`src/rtl/mainfsm_fpu_pkg.sv`:
```
// Shared definitions for the multicycle main FSM: state encoding, Op codes and
// the per-state Moore control words.
package mainfsm_fpu_pkg;

   typedef enum logic [3:0] {
      StFetch    = 4'd0,
      StDecode   = 4'd1,
      StMemAdr   = 4'd2,
      StMemRd    = 4'd3,
      StMemWb    = 4'd4,
      StMemWr    = 4'd5,
      StExecR    = 4'd6,
      StExecI    = 4'd7,
      StAluWb    = 4'd8,
      StBranch   = 4'd9,
      StFpuStart = 4'd10,
      StFpuWait  = 4'd11,
      StFpuWb    = 4'd12
   } state_e;

   localparam logic [1:0] OpDp  = 2'b00;
   localparam logic [1:0] OpMem = 2'b01;
   localparam logic [1:0] OpBr  = 2'b10;
   localparam logic [1:0] OpFpu = 2'b11;

   typedef struct packed {
      logic       adr_src;
      logic [1:0] alu_src_a;
      logic [1:0] alu_src_b;
      logic [1:0] result_src;
      logic       alu_op;
      logic       ir_write;
      logic       next_pc;
      logic       branch;
      logic       reg_w;
      logic       mem_w;
      logic       fpu_w;
      logic       fpu_start;
      logic       busy_fpu;
   } ctrl_t;

   localparam ctrl_t CtrlNone = '0;

   // ir_write/next_pc/mem_w are qualified by MemReady in the top.
   localparam ctrl_t CtrlFetch = '{alu_src_a: 2'b01, alu_src_b: 2'b10, result_src: 2'b10,
                                   ir_write: 1'b1, next_pc: 1'b1, default: '0};
   localparam ctrl_t CtrlDecode = '{alu_src_a: 2'b01, alu_src_b: 2'b10, result_src: 2'b10,
                                    default: '0};
   localparam ctrl_t CtrlMemAdr = '{alu_src_a: 2'b00, alu_src_b: 2'b01, default: '0};
   localparam ctrl_t CtrlMemRd = '{adr_src: 1'b1, result_src: 2'b00, default: '0};
   localparam ctrl_t CtrlMemWb = '{result_src: 2'b01, reg_w: 1'b1, default: '0};
   localparam ctrl_t CtrlMemWr = '{adr_src: 1'b1, result_src: 2'b00, mem_w: 1'b1, default: '0};
   localparam ctrl_t CtrlExecR = '{alu_src_a: 2'b00, alu_src_b: 2'b00, alu_op: 1'b1,
                                   default: '0};
   localparam ctrl_t CtrlExecI = '{alu_src_a: 2'b00, alu_src_b: 2'b01, alu_op: 1'b1,
                                   default: '0};
   localparam ctrl_t CtrlAluWb = '{result_src: 2'b00, reg_w: 1'b1, default: '0};
   localparam ctrl_t CtrlBranch = '{alu_src_a: 2'b10, alu_src_b: 2'b01, result_src: 2'b10,
                                    branch: 1'b1, default: '0};
   localparam ctrl_t CtrlFpuStart = '{fpu_start: 1'b1, busy_fpu: 1'b1, default: '0};
   localparam ctrl_t CtrlFpuWait = '{busy_fpu: 1'b1, default: '0};
   localparam ctrl_t CtrlFpuWb = '{result_src: 2'b11, fpu_w: 1'b1, busy_fpu: 1'b1,
                                   default: '0};

   function automatic ctrl_t ctrl_word(input state_e st);
      case (st)
         StFetch:    ctrl_word = CtrlFetch;
         StDecode:   ctrl_word = CtrlDecode;
         StMemAdr:   ctrl_word = CtrlMemAdr;
         StMemRd:    ctrl_word = CtrlMemRd;
         StMemWb:    ctrl_word = CtrlMemWb;
         StMemWr:    ctrl_word = CtrlMemWr;
         StExecR:    ctrl_word = CtrlExecR;
         StExecI:    ctrl_word = CtrlExecI;
         StAluWb:    ctrl_word = CtrlAluWb;
         StBranch:   ctrl_word = CtrlBranch;
         StFpuStart: ctrl_word = CtrlFpuStart;
         StFpuWait:  ctrl_word = CtrlFpuWait;
         StFpuWb:    ctrl_word = CtrlFpuWb;
         default:    ctrl_word = CtrlNone;
      endcase
   endfunction

endpackage

```
`src/rtl/fpu_wait_ctr.sv`:
```
// FPU wait counter: synchronous clear, count enable, saturates at all-ones and
// flags the terminal count.
module fpu_wait_ctr #(
   parameter int unsigned TW       = 6,
   parameter int unsigned Terminal = 31
) (
   input  logic          clk_i,
   input  logic          rst_ni,
   input  logic          clr_i,
   input  logic          en_i,
   output logic [TW-1:0] count_o,
   output logic          term_o
);

   localparam logic [TW-1:0] TermVal = TW'(Terminal);

   logic [TW-1:0] count_q, count_d;

   always_comb begin
      count_d = count_q;
      if (clr_i) begin
         count_d = '0;
      end else if (en_i && (count_q != '1)) begin
         count_d = count_q + TW'(1);
      end
   end

   always_ff @(posedge clk_i or negedge rst_ni) begin
      if (!rst_ni) begin
         count_q <= '0;
      end else begin
         count_q <= count_d;
      end
   end

   assign count_o = count_q;
   assign term_o  = (count_q == TermVal);

endmodule

```
`src/rtl/mainfsm_fpu.sv`:
```
// Multicycle main control FSM with an FPU issue/wait/writeback path. Outputs are
// decoded from state and forced low while reset is asserted.
module mainfsm_fpu
   import mainfsm_fpu_pkg::*;
#(
   parameter int unsigned FPU_TIMEOUT = 32,
   parameter int unsigned TW          = 6
) (
   input  logic       clk,
   input  logic       reset,
   input  logic [1:0] Op,
   input  logic [5:0] Funct,
   input  logic       MemReady,
   input  logic       fpu_done,
   output logic       IRWrite,
   output logic       AdrSrc,
   output logic [1:0] ALUSrcA,
   output logic [1:0] ALUSrcB,
   output logic [1:0] ResultSrc,
   output logic       ALUOp,
   output logic       NextPC,
   output logic       Branch,
   output logic       RegW,
   output logic       MemW,
   output logic       FPUW,
   output logic       fpu_start,
   output logic       fpu_timeout,
   output logic       busy_fpu
);

   state_e        state_q, state_d;
   logic [TW-1:0] wait_cnt;
   logic          wait_term;
   ctrl_t         ctrl;
   logic          timeout;
   logic          unused_sig;

   fpu_wait_ctr #(
      .TW       (TW),
      .Terminal (FPU_TIMEOUT - 1)
   ) u_wait_ctr (
      .clk_i   (clk),
      .rst_ni  (reset),
      .clr_i   (state_q == StFpuStart),
      .en_i    (state_q == StFpuWait),
      .count_o (wait_cnt),
      .term_o  (wait_term)
   );

   assign unused_sig = ^{Funct[4:1], wait_cnt};

   always_comb begin
      state_d = StFetch;
      case (state_q)
         StFetch:  state_d = MemReady ? StDecode : StFetch;
         StDecode: begin
            case (Op)
               OpMem:   state_d = StMemAdr;
               OpDp:    state_d = Funct[5] ? StExecI : StExecR;
               OpBr:    state_d = StBranch;
               default: state_d = StFpuStart;
            endcase
         end
         StMemAdr:   state_d = Funct[0] ? StMemRd : StMemWr;
         StMemRd:    state_d = MemReady ? StMemWb : StMemRd;
         StMemWr:    state_d = MemReady ? StFetch : StMemWr;
         StExecR:    state_d = StAluWb;
         StExecI:    state_d = StAluWb;
         StFpuStart: state_d = StFpuWait;
         // A result arriving on the terminal cycle still wins over the abort.
         StFpuWait: begin
            if (fpu_done) begin
               state_d = StFpuWb;
            end else if (wait_term) begin
               state_d = StFetch;
            end else begin
               state_d = StFpuWait;
            end
         end
         default: state_d = StFetch;
      endcase
   end

   always_ff @(posedge clk or negedge reset) begin
      if (!reset) begin
         state_q <= StFetch;
      end else begin
         state_q <= state_d;
      end
   end

   always_comb begin
      ctrl          = ctrl_word(state_q);
      ctrl.ir_write = ctrl.ir_write & MemReady;
      ctrl.next_pc  = ctrl.next_pc & MemReady;
      ctrl.mem_w    = ctrl.mem_w & MemReady;
      timeout       = (state_q == StFpuWait) & wait_term & ~fpu_done;
      if (!reset) begin
         ctrl    = CtrlNone;
         timeout = 1'b0;
      end
   end

   assign IRWrite     = ctrl.ir_write;
   assign AdrSrc      = ctrl.adr_src;
   assign ALUSrcA     = ctrl.alu_src_a;
   assign ALUSrcB     = ctrl.alu_src_b;
   assign ResultSrc   = ctrl.result_src;
   assign ALUOp       = ctrl.alu_op;
   assign NextPC      = ctrl.next_pc;
   assign Branch      = ctrl.branch;
   assign RegW        = ctrl.reg_w;
   assign MemW        = ctrl.mem_w;
   assign FPUW        = ctrl.fpu_w;
   assign fpu_start   = ctrl.fpu_start;
   assign fpu_timeout = timeout;
   assign busy_fpu    = ctrl.busy_fpu;

endmodule

```
`config.mk`:
```
export PLATFORM = sky130hd
export DESIGN_NAME = mainfsm_fpu
export DESIGN_NICKNAME = d
export VERILOG_FILES = /design/src/rtl/mainfsm_fpu_pkg.sv /design/src/rtl/fpu_wait_ctr.sv /design/src/rtl/mainfsm_fpu.sv
export SDC_FILE = /design/constraint.sdc
export NUM_CORES = 1
export LEC_CHECK = 0
export ABC_AREA = 1
export BUFFER_PORTS_ARGS = -buffer_cell sky130_fd_sc_hd__buf_2
export CORE_MARGIN = 1
export CORE_UTILIZATION = 45
export DETAILED_ROUTE_END_ITERATION = 7
export GPL_TIMING_DRIVEN = 0
export HOLD_SLACK_MARGIN = 0.12
export PLACE_DENSITY = 0.84
export SLEW_MARGIN = 40
export SYNTH_ARGS = -nofsm -noshare
export SYNTH_HDL_FRONTEND = slang
export SYNTH_HIERARCHICAL = 1
export SYNTH_SLANG_ARGS = --single-unit
```
`constraint.sdc`:
```
create_clock -name clk -period 2.7 [get_ports clk]
set_input_delay 0.81 -clock clk [delete_from_list [all_inputs] [get_ports clk]]
set_output_delay 0.81 -clock clk [all_outputs]
set_load 0.02 [all_outputs]
```
# Word-level counts from Yosys, hierarchy flattened
# Memories as Yosys holds them, arrays and structs flattened.
# Cells that the tools add are included.
[totals]
ff_bits = 10
latchBits = 0
ramBits = 0
rom_bits = 256
inputBits = 12
out_inout_bits = 17
wordCells = 40
mem_count = 1
[classes]
add_sub_neg = 1
multipliers = 0
div_mod_pow = 0
order_cmp = 0
eq_ne = 12
shifts = 0
n_mux = 13
bitwise = 6
reduce_logical = 5
[memory_table]
columns = ["memory", "depth", "width", "rd", "rd_ports_with_merged_regs", "wr", "line", "text"]
rows = [
  ["(no name shown)", 16, 16, 1, 0, 0, "mainfsm_fpu_pkg.sv:66", "case (st)"],
]
[op_table]
columns = ["operator", "count"]
rows = [
  ["4-bit one-hot mux with 8 select lines", 1],
  ["16-bit two-way mux", 1],
  ["4-bit by 3-bit equality test with 1-bit output, second input constant", 3],
  ["6-bit two-way mux", 2],
  ["4-bit one-hot mux with 3 select lines", 1],
  ["3-bit two-way mux", 3],
  ["4-bit by 2-bit equality test with 1-bit output, second input constant", 2],
  ["4-bit equality test, second input constant", 2],
  ["4-bit two-way mux", 2],
  ["6-bit by 1-bit adder with 6-bit output, second input constant", 1],
  ["6-bit by 5-bit equality test with 1-bit output, second input constant", 1],
  ["6-bit inequality test, second input constant", 1],
  ["1-bit bitwise AND", 5],
  ["4-bit by 1-bit equality test with 1-bit output, second input constant", 1],
  ["4-bit zero test", 1],
  ["1-bit two-way mux", 3],
  ["2-bit by 1-bit equality test with 1-bit output, second input constant", 1],
  ["2-bit equality test, second input constant", 1],
  ["2-bit zero test", 1],
  ["2-bit nonzero test", 1],
  ["2-bit OR reduction", 1],
  ["1-bit logical AND", 1],
  ["1-bit NOT", 1],
]

# Longest topological paths before layout
[depth]
word_depth = 4
depth_mapped = 10
mapped_depth_nobuf = 10

# Modules after synthesis
# Netlist, hierarchy kept.
[by_module_without_submodules]
columns = ["module", "n_inst", "cells_per_inst", "area_each_um2", "seq_area_each_um2"]
rows = [
  ["mainfsm_fpu", 1, 94, 488.0, 100.1],
  ["fpu_wait_ctr", 1, 53, 392.9, 150.1],
]

# Worst setup path before layout
# OpenSTA, ideal clock, no wires.
[synth_timing]
kind = "input to output"
from = "in reset"
to = "out AdrSrc"
arrival_ns = 1.609
t_required_ns = 1.890
path_slack_ns = 0.281
stages = 2
n_path_buf = 0
cell_sequence = "inv_1 nor4_1"
[synth_via]
elab_chain_cells = 1
[synth_lines]
columns = ["item", "line", "text"]
rows = [
  ["start, declared", "mainfsm_fpu.sv:10", "input logic reset,"],
  ["16-bit two-way mux", "mainfsm_fpu.sv:98", "if (!reset) begin"],
  ["end, declared", "mainfsm_fpu.sv:16", "output logic AdrSrc,"],
]
# No other way between the ends.

# Worst setup path after layout
[layout_timing]
from = "reg u_wait_ctr.count_q[0] (netlist: u_wait_ctr/count_o[0])"
to = "out fpu_timeout"
[layout_via]
elab_chain_cells = 4
[layout_lines]
columns = ["item", "line", "text"]
rows = [
  ["start, declared", "fpu_wait_ctr.sv:17", "logic [TW-1:0] count_q, count_d;"],
  ["start signal, assigned", "fpu_wait_ctr.sv:32", "count_q <= count_d;"],
  ["6-bit by 5-bit equality test with 1-bit output", "fpu_wait_ctr.sv:37", "assign term_o = (count_q == TermVal);"],
  ["net wait_term", "mainfsm_fpu.sv:33", "logic wait_term;"],
  ["1-bit bitwise AND (2 in series)", "mainfsm_fpu.sv:97", "timeout = (state_q == StFpuWait) & wait_term & ~fpu_done;"],
  ["1-bit two-way mux", "mainfsm_fpu.sv:98", ""],
  ["end, declared", "mainfsm_fpu.sv:27", "output logic fpu_timeout,"],
]
# The timed path passes the listed nets, and every way through them passes these cells.

==> impl_metrics.xml <==
<?xml version="1.0" encoding="UTF-8"?>
<metrics>
  <group name="cts">
    <metric name="cts_root_buffer" unit="">clkbuf_4</metric>
    <metric name="post_cts_hold_buffer_count" unit="">0</metric>
    <metric name="tritoncts" unit="">done</metric>
    <metric name="clkSlewWorstSetupHoldPaths" unit="ps">70</metric>
    <metric name="clk_latency" unit="ps">270</metric>
    <metric name="cts_buf_count" unit="">3</metric>
    <metric name="cts_max_path_buffers" unit="">2</metric>
    <metric name="clock_tree_sinks" unit="">10</metric>
    <metric name="clock_tree.htree_level_count" unit="">1</metric>
  </group>
  <group name="floorplan">
    <metric name="die_height" unit="microns">46.2</metric>
    <metric name="rows" unit="">15</metric>
    <metric name="dieArea" unit="sq mm">0.00214</metric>
    <metric name="io-pin-count" unit="">29</metric>
    <metric name="starting_density_of_the_core" unit="">0.494</metric>
    <metric name="die-width" unit="microns">46.2</metric>
    <metric name="core" unit="sq mm">0.00178</metric>
  </group>
  <group name="routing">
    <metric name="dr.first_iter.drc_count" unit="">60</metric>
    <metric name="detail_route.wl_per_cell" unit="microns">10.4</metric>
    <metric name="via_count" unit="">995</metric>
    <metric name="route.antenna.remaining_nets" unit="">0</metric>
    <metric name="detail_route.drc_violations" unit="">0</metric>
    <metric name="avgViaCountPerCell" unit="">4.98</metric>
    <metric name="routed_wl" unit="microns">2080</metric>
    <metric name="detailedRoute.firstPassIterationCount" unit="">4</metric>
  </group>
  <group name="synthesis">
    <metric name="synth-edff-count" unit="">0</metric>
    <metric name="synthesis.nets" unit="">160</metric>
    <metric name="synthMostInstantiatedCell" unit="">nand2_1</metric>
    <metric name="synth_commonest_cells" unit="">nand2_1, nor2_1, inv_1</metric>
    <metric name="dominant_cell_type_by_area_after_synthesis" unit="">dfrtp_1</metric>
    <metric name="netlist_instances" unit="">147</metric>
    <metric name="proportion_of_synthesized_flip_flops_having_asynchronous_set_or_reset" unit="">1.00</metric>
    <metric name="synth.avg_cell_area" unit="sq um">5.99</metric>
    <metric name="postSynthRegisterBits" unit="">10</metric>
    <metric name="synth_cell_type_count" unit="">22</metric>
    <metric name="dominantRegCellSynth" unit="">dfrtp_1</metric>
    <metric name="ys.warnings.count" unit="">6</metric>
    <metric name="synthesis.area" unit="sq um">881</metric>
    <metric name="ys_top_cells_by_area" unit="">dfrtp_1, nand2_1, nor2_1, inv_1, nand3_1</metric>
    <metric name="synth_top_cell_area_share" unit="">0.284</metric>
    <metric name="seq_area_frac_synth" unit="">0.284</metric>
  </group>
  <group name="timing">
    <metric name="period_share" unit="">0.927</metric>
    <metric name="timing.final.hold_violations" unit="">0</metric>
    <metric name="slew_violations" unit="">0</metric>
    <metric name="post-route-min-period" unit="ps">2500</metric>
    <metric name="tightestPinTransition" unit="ps">380</metric>
    <metric name="setup_viol_count_final" unit="">0</metric>
    <metric name="timing.clock.skew" unit="ps">3.13</metric>
    <metric name="finalSetupTns" unit="ps">0</metric>
    <metric name="finalHoldWorstSlack" unit="ps">402</metric>
    <metric name="unrepaired_setup_endpoints_after_global_routing" unit="">false</metric>
    <metric name="timing.slew.headroom" unit="">0.746</metric>
    <metric name="max_fclk" unit="GHz">0.399</metric>
  </group>
  <group name="critical_path">
    <metric name="critical_path.reg2reg.endpoint" unit="">u_wait_ctr/count_o[3]</metric>
    <metric name="reg2regPathDepth" unit="">7</metric>
    <metric name="critical_path.max_fanout" unit="">5</metric>
    <metric name="cp-end-kind" unit="">primary output</metric>
    <metric name="ff2ff_setup_slack" unit="ps">1210</metric>
    <metric name="worstPathArrival" unit="ps">1690</metric>
    <metric name="start_kind" unit="">register</metric>
    <metric name="required_time_of_the_worst_setup_path" unit="ps">1890</metric>
    <metric name="timing.setup.critical_path_class" unit="">reg -&gt; out</metric>
    <metric name="critical_path.reg2reg.startpoint" unit="">state_q[0]</metric>
  </group>
  <group name="global_route">
    <metric name="track_usage" unit="">0.234</metric>
    <metric name="antenna_found_initial" unit="">0</metric>
    <metric name="grt_remaining_overflow" unit="">0</metric>
    <metric name="grt_pass1_vias" unit="">866</metric>
    <metric name="pin_count_of_the_biggest_net_entering_global_routing" unit="">16</metric>
    <metric name="grt_pass1_wl" unit="microns">3570</metric>
  </group>
  <group name="finish">
    <metric name="layout-area-overhead-vs-synth" unit="%">21.6</metric>
    <metric name="diodes" unit="">0</metric>
    <metric name="filler_cell_count" unit="">177</metric>
    <metric name="share_of_post_route_cells_with_drive_strength_above_1" unit="">0.263</metric>
    <metric name="layout.nets" unit="">189</metric>
  </group>
  <group name="pwr">
    <metric name="swShare" unit="">0.506</metric>
    <metric name="total_leakage_power" unit="nW">0.640</metric>
    <metric name="power.density" unit="mW/mm^2">842</metric>
    <metric name="p_seq_frac" unit="">0.294</metric>
    <metric name="power.switching" unit="mW">0.457</metric>
    <metric name="power.ir.vdd_worst" unit="mV">0.471</metric>
    <metric name="power.clock.fraction" unit="">0.152</metric>
    <metric name="share_comb_of_total_power" unit="">0.554</metric>
    <metric name="intPower" unit="mW">0.446</metric>
  </group>
  <group name="flow_run">
    <metric name="cap_viol_max_count" unit="">0</metric>
  </group>
  <group name="outcome">
    <metric name="run_status" unit="">completed</metric>
  </group>
  <group name="place">
    <metric name="routability_congestion_estimate" unit="">0.929</metric>
    <metric name="place.port_buffers" unit="">24</metric>
    <metric name="post-dp-hpwl" unit="microns">1650</metric>
  </group>
  <group name="min_path">
    <metric name="hp-class" unit="">in -&gt; async</metric>
  </group>
</metrics>
==> sequential cells by signal, summed over array words and instances, names as in the netlist <==
signal              count
u_wait_ctr/count_o      6
state_q                 4
==> final cells by class <==
cell class                      instances  area, sq um  share of cell area
Tap cell                               25         31.3              0.0292
Clock buffer                            4         36.3              0.0339
Sequential cell                        10          250               0.234
Inverter                               22         83.8              0.0783
Multi-Input combinational cell        112          524               0.489
Timing Repair Buffer                   24          123               0.114
Buffer                                  3         22.5              0.0210
==> what timing repair did <==
action	CTS	global route
endpoints found under the setup margin	0	2
gates resized for setup	0	1
endpoints found under the hold margin	0	0
setup buffers	0	0
==> routing by layer <==
| layer | vias up | share of wire | track usage |
|---|---|---|---|
| li1 | 514 | - | - |
| met1 | 434 | 0.45 | 0.318 |
| met2 | 45 | 0.48 | 0.352 |
| met3 | 2 | 0.070 | 0.0627 |
| met4 | 0 | 0.0029 | 0.0824 |
| met5 | - | 0 | 0 |
==> worst max path at each step <==
stage	from	endpoint	slack (ps)	depth (start not counted)
4_1_cts	reset	AdrSrc	70	4
2_1_floorplan	reset	AdrSrc	280	2
3_5_place_dp	reset	AdrSrc	70	4
6_report	u_wait_ctr/count_o[0]	fpu_timeout	200	8
5_1_grt	u_wait_ctr/count_o[0]	fpu_timeout	10	8
3_3_place_gp	reset	AdrSrc	80	4
==> logic make-up after synthesis <==
group           after synthesis  synth area share
flops                        10             0.284
simple gates                100             0.513
compound gates               11            0.0682
buf+inv                      25             0.121
fa+ha+maj                     1            0.0142
==> worst max-delay path, cell delays in order, from the launching register on <==
cell,delay (ps)
dfrtp_1,420
ha_1,210
nand2_2,90
inv_2,60
nand2_1,70
nor2_2,130
nand2_1,90
nor3_1,160
buf_2,190
==> through the flow <==
stage	setup WS [ps]	cell area, sq um	utilization	instances	power, mW
after global placement	83.1	1030	0.579	196	0.747
after floorplan	281	881	-	147	0.628
final	197	1070	0.601	200	0.902
after detailed placement	69.9	1030	0.579	196	0.760
after CTS	68.3	1070	0.599	200	0.901
after global routing	14.6	1070	0.601	200	0.990
==> power by group through the flow <==
stage / clock network, mW / logic, mW / registers, mW
after global placement: 0 / 0.481 / 0.267
after CTS: 0.142 / 0.496 / 0.263
after detailed placement: 0 / 0.494 / 0.266
final: 0.137 / 0.500 / 0.265
after floorplan: 0 / 0.376 / 0.252
after global routing: 0.153 / 0.560 / 0.277
==> placed cells by master (no fill, tap or decap), types with 2 or more instances in the layout <==
master / netlist / layout
nand2_1: 41 / 41
nor2_1: 29 / 29
buf_2: 0 / 23
inv_1: 18 / 18
nand3_1: 12 / 12
dfrtp_1: 10 / 10
a21oi_1: 4 / 4
o21ai_0: 4 / 4
clkbuf_4: 0 / 4
inv_2: 3 / 3
nor2_2: 3 / 3
nor3_1: 3 / 3
nand4_1: 3 / 3
buf_4: 3 / 3
nand2_4: 3 / 3
nand2_2: 2 / 2
nor4_1: 2 / 2
No activity file was read; power rests on OpenSTA's default activity.
